**config.mk**
```make
export PLATFORM = sky130hd
export DESIGN_NAME = mem_access_unit
export DESIGN_NICKNAME = d
export VERILOG_FILES = /design/src/rtl/mem_access_unit.sv
export SDC_FILE = /design/constraint.sdc
export NUM_CORES = 1
export LEC_CHECK = 0
export ABC_AREA = 1
export BUFFER_PORTS_ARGS = -buffer_cell sky130_fd_sc_hd__buf_2
export CAP_MARGIN = 25
export CORE_MARGIN = 2
export CORE_UTILIZATION = 40
export CTS_CLUSTER_DIAMETER = 120
export DETAILED_ROUTE_END_ITERATION = 8
export PLACE_DENSITY = 0.66
export REMOVE_ABC_BUFFERS = 1
export SYNTH_ARGS = -nofsm -noshare
export SYNTH_HDL_FRONTEND = slang
export SYNTH_SLANG_ARGS = --single-unit
export TNS_END_PERCENT = 1
```
**constraint.sdc**
```tcl
create_clock -name clk -period 1.99 [get_ports clk]
set_clock_uncertainty 0.15 [all_clocks]
set_input_delay 0.199 -clock clk [delete_from_list [all_inputs] [get_ports clk]]
set_output_delay 0.199 -clock clk [all_outputs]
set_load 0.02 [all_outputs]
```
**src/rtl/mem_access_unit.sv**
```systemverilog
// rtl/mem_access_unit.sv - load/store front end for a word-only data memory
// Sub-word stores are read-modify-write; sub-word loads are lane-selected and extended.
module mem_access_unit #(
  parameter int MEM_AW      = 10,
  parameter bit CHECK_RANGE = 1'b1
) (
  input  logic        clk,
  input  logic        rst,
  input  logic        req_valid,
  output logic        req_ready,
  input  logic        req_we,
  input  logic [1:0]  req_size,
  input  logic        req_unsigned,
  input  logic [31:0] req_addr,
  input  logic [31:0] req_wdata,
  output logic        rsp_valid,
  output logic [31:0] rsp_rdata,
  output logic        rsp_err,
  output logic [31:0] mem_addr,
  output logic [31:0] mem_wdata,
  output logic        mem_we,
  input  logic [31:0] mem_rdata
);

  typedef enum logic [2:0] {
    S_IDLE   = 3'd0,
    S_RD     = 3'd1,
    S_LD_RSP = 3'd2,
    S_WR     = 3'd3,
    S_ACK    = 3'd4
  } state_t;

  state_t      state_q, state_d;
  logic        we_q, we_d;
  logic [1:0]  size_q, size_d;
  logic        uns_q, uns_d;
  logic [31:0] addr_q, addr_d;
  logic [31:0] wdata_q, wdata_d;
  logic        err_q, err_d;

  logic        accept;
  logic        req_err;
  logic        out_of_range;
  logic [7:0]  lane_b;
  logic [15:0] lane_h;
  logic [31:0] ld_data;
  logic [31:0] merged;

  assign accept       = (state_q == S_IDLE) && req_valid;
  assign out_of_range = CHECK_RANGE && ((req_addr >> (MEM_AW + 2)) != 32'd0);
  assign req_err      = (req_size == 2'b11)
                     || (req_size == 2'b01 && req_addr[0])
                     || (req_size == 2'b10 && req_addr[1:0] != 2'b00)
                     || out_of_range;

  always_ff @(posedge clk or negedge rst) begin
    if (!rst) begin
      state_q <= S_IDLE;
      we_q    <= 1'b0;
      size_q  <= 2'b00;
      uns_q   <= 1'b0;
      addr_q  <= 32'd0;
      wdata_q <= 32'd0;
      err_q   <= 1'b0;
    end else begin
      state_q <= state_d;
      we_q    <= we_d;
      size_q  <= size_d;
      uns_q   <= uns_d;
      addr_q  <= addr_d;
      wdata_q <= wdata_d;
      err_q   <= err_d;
    end
  end

  // Request capture happens only on the accept edge; fields then hold for the whole transaction.
  always_comb begin
    we_d    = we_q;
    size_d  = size_q;
    uns_d   = uns_q;
    addr_d  = addr_q;
    wdata_d = wdata_q;
    err_d   = err_q;
    if (accept) begin
      we_d    = req_we;
      size_d  = req_size;
      uns_d   = req_unsigned;
      addr_d  = req_addr;
      wdata_d = req_wdata;
      err_d   = req_err;
    end
  end

  always_comb begin
    lane_b = 8'd0;
    case (addr_q[1:0])
      2'd0: lane_b = mem_rdata[7:0];
      2'd1: lane_b = mem_rdata[15:8];
      2'd2: lane_b = mem_rdata[23:16];
      2'd3: lane_b = mem_rdata[31:24];
      default: lane_b = 8'd0;
    endcase
    lane_h = addr_q[1] ? mem_rdata[31:16] : mem_rdata[15:0];
    case (size_q)
      2'b00:   ld_data = {{24{~uns_q & lane_b[7]}}, lane_b};
      2'b01:   ld_data = {{16{~uns_q & lane_h[15]}}, lane_h};
      default: ld_data = mem_rdata;
    endcase
  end

  always_comb begin
    merged = mem_rdata;
    case (size_q)
      2'b00: begin
        case (addr_q[1:0])
          2'd0: merged[7:0]   = wdata_q[7:0];
          2'd1: merged[15:8]  = wdata_q[7:0];
          2'd2: merged[23:16] = wdata_q[7:0];
          2'd3: merged[31:24] = wdata_q[7:0];
          default: merged = mem_rdata;
        endcase
      end
      2'b01: begin
        if (addr_q[1]) merged[31:16] = wdata_q[15:0];
        else           merged[15:0]  = wdata_q[15:0];
      end
      default: merged = wdata_q;
    endcase
  end

  assign mem_addr = {addr_q[31:2], 2'b00};

  always_comb begin
    state_d   = state_q;
    req_ready = 1'b0;
    rsp_valid = 1'b0;
    rsp_rdata = 32'd0;
    rsp_err   = 1'b0;
    mem_we    = 1'b0;
    mem_wdata = 32'd0;
    case (state_q)
      S_IDLE: begin
        req_ready = 1'b1;
        if (req_valid) begin
          if (req_err)                           state_d = S_ACK;
          else if (req_we && req_size == 2'b10)  state_d = S_WR;
          else                                   state_d = S_RD;
        end
      end
      S_RD: state_d = we_q ? S_WR : S_LD_RSP;
      S_LD_RSP: begin
        rsp_valid = 1'b1;
        rsp_rdata = ld_data;
        state_d   = S_IDLE;
      end
      S_WR: begin
        mem_we    = 1'b1;
        mem_wdata = merged;
        state_d   = S_ACK;
      end
      S_ACK: begin
        rsp_valid = 1'b1;
        rsp_err   = err_q;
        state_d   = S_IDLE;
      end
      default: state_d = S_IDLE;
    endcase
  end

endmodule

```
# Yosys cells after proc, flatten, opt, wreduce, memory -nomap -nowiden
# Cells that the tools add are included.
# Widths: inputs -> output; s select.
# word_totals
regBits,72
latch_bits,0
ramBits,0
rom_bits,0
input_bits,103
output_inout_bits,100
memories,0
# op_classes
n_addsub,0
mul,0
n_div,0
n_lt_le_gt_ge,0
n_eq_ne,12
shift,0
mux,21
bitwise_logic,3
n_reduce_logical,13
# ops
op,count
$pmux 32 s2,2
$mux 32,2
$mux 16,3
$mux 8,4
$pmux 8 s4,1
$reduce_bool 32->1,1
$pmux 3 s3,1
$eq 2x2->1 const B,4
$eq 2x1->1 const B,3
$eq 3x2->1 const B,2
$mux 3,2
$mux 1,5
$logic_and 1x1->1,4
$logic_not 2->1,2
$eq 3x1->1 const B,1
$eq 3x3->1 const B,1
$logic_not 3->1,1
$logic_or 1x1->1,3
$and 1x1->1,2
$mux 2,1
$ne 2x2->1 const B,1
$reduce_bool 2->1,1
$reduce_or 2->1,1
$not 1->1,1

# Depth between registers and ports, before layout
# Gate-level depths: netlist of the first run.
# logic_depth
word_depth,8
depth_mapped,10
mapped_depth_nobuf,7

# Worst setup path before layout of the first run
# OpenSTA, ideal clock, no wires.
# synth_path
kind,reg2out
startpoint,reg size_q[1]
endpoint,out mem_wdata[26]
arrival_ns,1.505
t_required_ns,1.641
setup_slack_ns,0.136
path_stages_with_launch,6
path_buffers,2
cell_sequence,dfrtp_1 -> buf_6 -> nor2_4 -> clkbuf_1 -> o211ai_1 -> a31oi_1
# synth_between
elab_chain_len,3
word_cells_on_any_way,4
cone_classes,eq/ne (1); mux (2); reduce/logical (1)
# synth_rtl
item,line,rtl
"start, declared",35,"logic [1:0] size_q, size_d;"
"start signal, assigned",68,size_q <= size_d;
$eq 2x1->1 or $logic_not 2->1 (tied branches),113,case (size_q)
$pmux 32 s2 (*),113,
$mux 32 (*),141,case (state_q)
"end, declared",20,"output logic [31:0] mem_wdata,"
# Every way passes the cells marked *; elsewhere a longest branch is shown, timed or not.

# Final worst setup path of the first run
# layout_path
startpoint,reg addr_q[1]
endpoint,out rsp_rdata[3]
# layout_between
elab_chain_len,4
word_cells_on_any_way,8
cone_classes,eq/ne (3); mux (4); reduce/logical (1)
# layout_rtl
item,line,rtl
"start, declared",37,"logic [31:0] addr_q, addr_d;"
"start signal, assigned",70,addr_q <= addr_d;
$eq 2x2->1 (tied with other cells),96,case (addr_q[1:0])
$pmux 8 s4,96,
$pmux 32 s2 (*),104,case (size_q)
$mux 32 (*),141,
"end, declared",17,"output logic [31:0] rsp_rdata,"
# Marked as above.

==> impl_summary.txt, run 1 <==
----------------------------------------------------
[Place]
  Post-detailed-placement half-perimeter wirelength ... 12.6 mm
  Placed cell count ... between 1000 and 1500
  Final GP Congestion ... 0.925
  Number of port buffers ... 200

[CTS]
  TritonCTS Buffers ... 9
  Number of buffers between clock root and the deepest sink ... 2
  Clock tree from TritonCTS ... yes
  Cell chosen for the clock root ... sky130_fd_sc_hd__clkbuf_16
  CTS H-tree depth ... 3
  Clock-pin slew on the worst setup and hold paths ... 0.06 ns
  Number of clock sinks ... 72
  Clock latency on the worst-skew pair ... 0.34 ns

[Finish]
  Post-layout net count ... 1017
  Final standard cell count with taps included and fillers excluded ... 1091
  Filler cells ... 1099
  Area added between synthesis and finish ... 50.5%
  Share of cells above drive strength 1 ... 41.8%
  Count of antenna diodes in the layout ... 0
  Multi-input gate area in the final layout ... 2730 um2
  Area occupied by registers ... 1810 um2

[Yosys]
  Area contributors post-synth ... sky130_fd_sc_hd__dfrtp_1, sky130_fd_sc_hd__nand2_1, sky130_fd_sc_hd__o21ai_0
  Synth area leader ... sky130_fd_sc_hd__dfrtp_1
  Synth Register Bits ... 72
  Post-synthesis sequential area ratio ... a little over a third
  Top flip-flop cell by instance count after synthesis ... sky130_fd_sc_hd__dfrtp_1
  Count of flip-flops with a built-in enable after synthesis ... 0
  Post-synthesis cell type count ... 34
  Warnings from Yosys ... 0
  Synthesized cell area ... about 5100 um2
  Avg Synthesized Cell Area ... between 7 and 8 um2
  Post-synthesis instance total ... 655
  Synth top area share ... 35.2%
  Share of synthesized flip-flops with an asynchronous set or reset ... 100%

[Pwr]
  Final total power ... 10200 uW
  Worst supply voltage drop on vdd ... 0.880 mV
  Ratio of total power to cell area ... 1320 nW/um2
  Leakage power ... 0.00378 uW

[Floorplan]
  # IOs ... about 200
  Number of placement rows ... 41
  Die area ... 13700 um2
  Total core area ... 12600 um2
  Die width ... ~120 um
  Die Ht ... approximately 120 um
  Initial core utilization ... 40.8%

[STA]
  Share of the cycle needed by the critical path after routing ... 112%
  Number of pins exceeding their max-slew limit in the final report ... 0
  Number of hold violations in the final report ... 0
  Worst setup slack after layout ... -0.246 ns
  Fin crit period ... approximately 2.2 ns
  Final setup violation count ... between 60 and 70
  Worst hold slack ... 0.0140 ns
  RSZ-0062 raised after global routing ... yes
  Max frequency ... 447 MHz

[Global route]
  Maximum number of pins on one net before global-route repair ... 48
  Initial antenna violation count ... 2
  Vias in the first global route ... 5509
  All-Layer GR Usage ... 26.3%
  Aggregate global routing overflow ... 0
  Global-route wire length before repair ... 27.6 mm

[Min path]
  Worst hold path class ... in2reg

[Worst setup path]
  CP Data Arrival Time ... 1.89 ns
  Crit end category ... output port
  Startpoint types ... flop
  Biggest fanout along the worst timing path ... 7
  Data required time of the critical path ... 1.64 ns
  Type of the worst setup path ... reg2out

[Detailed routing]
  # DRC ... 0
  Total Routed Length ... 17.9 mm
  Via density ... between 5 and 6
  Number of violations reported at the end of detailed-routing iteration 0 ... roughly 390
  Mean routed wirelength per cell ... ~16 um
  Pre-Repair DR Iteration Count ... 8
  Post-route antenna net violation count ... 0
  Total via count in the routed design ... 5667

[Flow run]
  Max Cap Violations ... 0

[Outcome]
  Status ... complete, but fails checks
  Failing checks ... negative setup slack

----------------------------------------------------
[layer usage]
layer	GRT usage (%)	part of all wire (%)	routed length [um]
met1	32.7	41	7320
met2	43.2	47	8470
met3	7.31	9.2	1650
met4	10.7	2.6	475
met5	0	0.089	16
[cells in the final DEF, fill, tap and decap left out, drive strengths merged]
cell         netlist  final
clkbuf            14     13
clkinv             1      3
o21ai             98     98
inv               68     68
a21oi             75     75
dlygate4sd3        0     66
o211ai            19     19
mux2              53     53
clkinvlp           0      1
buf               56    250
nand4             15     15
o21a               1      1
o22ai              1      1
dfrtp             72     72
nand3              8      8
nand2            130    130
o21bai             1      1
nor2              38     38
a31oi              4      4
conb               1      2
bufinv             0      1
[kinds of logic after synthesis]
group,after synthesis,synth area share [%]
AOI/OAI and AO/OA,199,22.3
and+or+nand+nor,191,16.0
buffers and inverters,139,14.3
DFF,72,35.2
muxes,53,12.2
other,1,0.0732
[flip-flops by register name (all words and copies together) (netlist names)]
name     count
addr_q      32
err_q        1
size_q       2
state_q      3
uns_q        1
wdata_q     32
we_q         1
[worst max-delay path, stage by stage, from the launching register on]
cell	delay, ns
sky130_fd_sc_hd__dfrtp_2	0.52
sky130_fd_sc_hd__buf_6	0.16
sky130_fd_sc_hd__o21ai_2	0.07
sky130_fd_sc_hd__inv_1	0.29
sky130_fd_sc_hd__o21ai_0	0.13
sky130_fd_sc_hd__a21oi_1	0.19
sky130_fd_sc_hd__buf_4	0.18
[what timing repair did]
action                                  4_1_cts  5_1_grt
gates resized for setup                     101       31
hold buffers                                 66        0
setup buffers                                 6        0
pin swaps                                     3        7
endpoints found under the hold margin        91        0
endpoints found under the setup margin       64       64
[path summary, 6_finish.rpt]
path                             start            to  cells past startpoint  slack (ns)
min in group asynchronous          rst     addr_q[3]                      2        0.16
min                        req_size[1]     size_q[1]                      3        0.01
min reg2reg                 addr_q[28]    addr_q[28]                      2        0.34
max in group asynchronous          rst   wdata_q[23]                      3        0.94
max reg2reg                 state_q[1]    addr_q[14]                      6        0.28
max                          addr_q[1]  rsp_rdata[3]                      6       -0.25
[synth_stat cells, types with 2 or more instances]
| master | count |
|---|---|
| sky130_fd_sc_hd__o211ai_1 | 19 |
| sky130_fd_sc_hd__mux2_1 | 4 |
| sky130_fd_sc_hd__nand2_1 | 127 |
| sky130_fd_sc_hd__inv_2 | 5 |
| sky130_fd_sc_hd__buf_2 | 15 |
| sky130_fd_sc_hd__clkbuf_1 | 14 |
| sky130_fd_sc_hd__nand2_2 | 2 |
| sky130_fd_sc_hd__a21oi_2 | 21 |
| sky130_fd_sc_hd__nand4_1 | 14 |
| sky130_fd_sc_hd__mux2_2 | 41 |
| sky130_fd_sc_hd__buf_6 | 8 |
| sky130_fd_sc_hd__o21ai_1 | 2 |
| sky130_fd_sc_hd__nand3_2 | 2 |
| sky130_fd_sc_hd__nor2_2 | 2 |
| sky130_fd_sc_hd__mux2_4 | 8 |
| sky130_fd_sc_hd__inv_1 | 62 |
| sky130_fd_sc_hd__o21ai_0 | 94 |
| sky130_fd_sc_hd__o21ai_2 | 2 |
| sky130_fd_sc_hd__a31oi_1 | 4 |
| sky130_fd_sc_hd__buf_4 | 33 |
| sky130_fd_sc_hd__nor2_1 | 35 |
| sky130_fd_sc_hd__nand3_1 | 5 |
| sky130_fd_sc_hd__dfrtp_1 | 72 |
| sky130_fd_sc_hd__a21oi_1 | 54 |
[through the flow]
| step | setup TNS, ns | area, um2 | setup WS, ns | utilization (%) |
|---|---|---|---|---|
| after global routing | -16.88 | 7710 | -0.334 | 61.3 |
| after detailed placement | 0 | 6310 | 0.0618 | 50.2 |
| final | -10.57 | 7710 | -0.246 | 61.3 |
| after CTS | -9.71 | 7630 | -0.201 | 60.7 |
| after floorplan | -40.81 | 4660 | -0.684 | - |
| after global placement | 0 | 6310 | 0.0881 | 50.2 |
[report_power, final]
group | total [uW] | switching, uW | leakage, uW | internal (uW)
registers | 2770 | 570 | 0.000838 | 2200
logic | 5680 | 3320 | 0.00278 | 2360
clock network | 1740 | 666 | 0.000155 | 1070
total | 10200 | 4560 | 0.00378 | 5630
[cell type report]
class                      instances  share of cell area, %
tap                              172                   2.79
inverter                          69                   3.68
clock inverter                     4                  0.665
sequential                        72                   23.4
multi-input combinational        445                   35.5
clock buffer                      12                   3.46
timing repair buffer             317                   30.5
Power figures use the tool's default switching activity.
==> run 2: changes to the inputs <==
--- a/config.mk
+++ b/config.mk
@@ -8,11 +8,13 @@
 export ABC_AREA = 1
 export BUFFER_PORTS_ARGS = -buffer_cell sky130_fd_sc_hd__buf_2
 export CAP_MARGIN = 25
+export CELL_PAD_IN_SITES_DETAIL_PLACEMENT = 1
+export CELL_PAD_IN_SITES_GLOBAL_PLACEMENT = 1
 export CORE_MARGIN = 2
-export CORE_UTILIZATION = 40
+export CORE_UTILIZATION = 35
 export CTS_CLUSTER_DIAMETER = 120
 export DETAILED_ROUTE_END_ITERATION = 8
-export PLACE_DENSITY = 0.66
+export PLACE_DENSITY = 0.79
 export REMOVE_ABC_BUFFERS = 1
 export SYNTH_ARGS = -nofsm -noshare
 export SYNTH_HDL_FRONTEND = slang
==> run 2 against run 1 <==
Against the previous run: the run still ends with negative setup slack left; largest cell class unchanged; die area rose by 14%; global-route usage is 2.3 points higher; fmax is 2.9% lower; cell count is 2.8% higher; final area up 2.1%; register-to-register slack improved by 0.07 ns; critical path type unchanged; combinational power increased by 12%; flip-flop and latch count unchanged; total power rose by 5.6%; via count increased by 4.2%; worst hold slack got worse by 0.00064 ns; highest routed layer is now met4.
==> impl_summary.txt, run 2 (synthesized netlist as in run 1, its figures left out) <==
----------------------------------------------------
[CTS]
  Number of buffers between clock root and the deepest sink ... 2
  TritonCTS Buffers ... 9
  Cell chosen for the clock root ... sky130_fd_sc_hd__clkbuf_16
  Clock-pin slew on the worst setup and hold paths ... ~0.070 ns
  CTS H-tree depth ... 3
  Number of clock sinks ... 72
  Clock latency on the worst-skew pair ... 0.34 ns
  Clock tree from TritonCTS ... yes

[Detailed routing]
  Mean routed wirelength per cell ... 19.7 um
  Via density ... 5.26
  Pre-Repair DR Iteration Count ... 5
  Total Routed Length ... about 22 mm
  Post-route antenna net violation count ... 0
  # DRC ... 0
  Number of violations reported at the end of detailed-routing iteration 0 ... 311
  Total via count in the routed design ... 5903

[Global route]
  Aggregate global routing overflow ... 0
  Vias in the first global route ... 6381
  Maximum number of pins on one net before global-route repair ... 38
  Initial antenna violation count ... 2
  All-Layer GR Usage ... 28.6%
  Global-route wire length before repair ... 35.5 mm

[Finish]
  Area added between synthesis and finish ... 53.7%
  Leading cell types in the layout, fill and taps excluded ... sky130_fd_sc_hd__buf_2, sky130_fd_sc_hd__nand2_1, sky130_fd_sc_hd__buf_4
  Post-layout net count ... 1033
  Area of all placed cells without fillers ... about 8000 um2
  Utilization after layout ... 54.6%
  Commonest non-fill, non-tap cell in the layout ... sky130_fd_sc_hd__buf_2
  Share of cells above drive strength 1 ... between 40% and 50%
  Registers with the highest flip-flop counts ... addr_q: 32 flops, wdata_q: 32 flops, state_q: 3 flops

[Floorplan]
  Initial core utilization ... between 30% and 40%
  Die Ht ... 125 um
  Total core area ... 14400 um2
  Number of placement rows ... 44
  Die width ... around 120 um
  # IOs ... 203
  Die area ... 15600 um2

[STA]
  RSZ-0062 raised after global routing ... yes
  Max frequency ... 434 MHz
  Final setup violation count ... 64
  Fin crit period ... 2.30 ns
  Share of the cycle needed by the critical path after routing ... 116%
  Number of hold violations in the final report ... 0
  Worst setup slack after layout ... -0.312 ns
  Number of pins exceeding their max-slew limit in the final report ... 0

[Outcome]
  Failing checks ... negative setup slack
  Status ... complete, but fails checks

[Worst setup path]
  Top delay family on crit path ... flip-flops
  Instance count on the critical path ... 7
  Delay of the slowest critical-path stage ... 0.57 ns
  Reg2reg setup slack ... 0.35 ns
  Biggest fanout along the worst timing path ... 8
  Type of the worst setup path ... reg2out
  Data required time of the critical path ... ~1.6 ns
  Critical path cell sequence ... nor2_4, inv_4, o21a_1, nand3_4, buf_12, a21oi_2, buf_4
  Worst-case reg-to-reg path depth ... 6
  Startpoint types ... flop
  Critical R2R Launch ... state_q[1]
  Crit end category ... output port
  Buffers & Inverters on Critical Path ... 3
  Reg2reg end ... addr_q[25]
  Critical path origin ... addr_q[1]
  CP Data Arrival Time ... 1.95 ns
  Endpoint of the worst setup timing path ... rsp_rdata[19]
  Master of the slowest instance on the critical path ... sky130_fd_sc_hd__dfrtp_2

[Pwr]
  Ratio of total power to cell area ... around 1400 nW/um2
  Worst supply voltage drop on vdd ... 0.722 mV
  Leakage power ... 0.00387 uW
  Sequential share of power ... 26.2%
  Share of power burned in the clock network ... 14.7%
  Switching power summed over all nets ... slightly above 5000 uW
  Combinational Power Share ... 59.1%
  Internal power consumption ... 5730 uW
  Fraction of power spent switching nets ... between 40% and 50%

[Place]
  Post-detailed-placement half-perimeter wirelength ... about 15 mm
  Placement Cell Area ... 6380 um2
  Final GP Congestion ... 0.882
  Number of port buffers ... 200

[Flow run]
  Max Cap Violations ... 0

[Min path]
  Worst hold path class ... in2reg

----------------------------------------------------
[run 2: what timing repair did]
action,4_1_cts,5_1_grt
resized for setup,133,9
pin swaps,38,7
setup endpoints to repair,64,64
hold endpoints to repair,139,0
buffers inserted,20,0
gates cloned,2,0
hold buffers,67,0
[run 2: per-stage QoR]
step,setup TNS (ns),instances,power [uW],hold slack [ns],setup slack [ns]
floorplan,-40.81,586,5720,-0.247,-0.684
finish,-14.81,1122,10800,0.0133,-0.312
detailed placement,-0.0619,1015,8050,-0.0680,-0.0267
global placement,0,1015,7920,-0.0678,0.0818
global route,-20.39,1119,11400,0.0442,-0.370
CTS,-12.66,1119,10500,0.00556,-0.236
[run 2: area by class of cell]
class	count	area (um2)
fill	1742	6550
multi-input combinational	445	2720
timing repair buffer	332	2520
sequential	72	1810
inverter	69	289
clock buffer	10	239
tap	184	230
clock inverter	6	42.5
timing repair inverter	1	11.3
antenna	3	7.51
[run 2: power by group through the flow]
stage               Sequential [uW]  Clock (uW)  Combinational, uW
CTS                            2780        1620               6130
global placement               2700           0               5220
floorplan                      3060           0               2660
detailed placement             2740           0               5310
global route                   2910        1670               6820
finish                         2820        1590               6350
[run 2: layer usage]
layer / share of wire (%) / up-vias / track usage (%)
li1: - / 2716 / -
met1: 41 / 2866 / 34.6
met2: 48 / 266 / 48.0
met3: 8.4 / 55 / 8.69
met4: 3.0 / 0 / 10.5
met5: 0 / - / 0
[run 2: worst min-delay path by stage]
| stage | startpoint | to | cells past startpoint |
|---|---|---|---|
| after detailed placement | rst | addr_q[14] | 1 |
| after global routing | req_addr[1] | addr_q[1] | 3 |
| after CTS | req_addr[28] | addr_q[28] | 3 |
| final | req_addr[28] | addr_q[28] | 3 |
| after global placement | rst | addr_q[14] | 1 |
| after floorplan | rst | addr_q[0] | 0 |
[run 2: worst min-delay path: stages]
cell and delay [ns]:
sky130_fd_sc_hd__buf_2 0.09, sky130_fd_sc_hd__inv_1 0.07, sky130_fd_sc_hd__o21ai_0 0.09
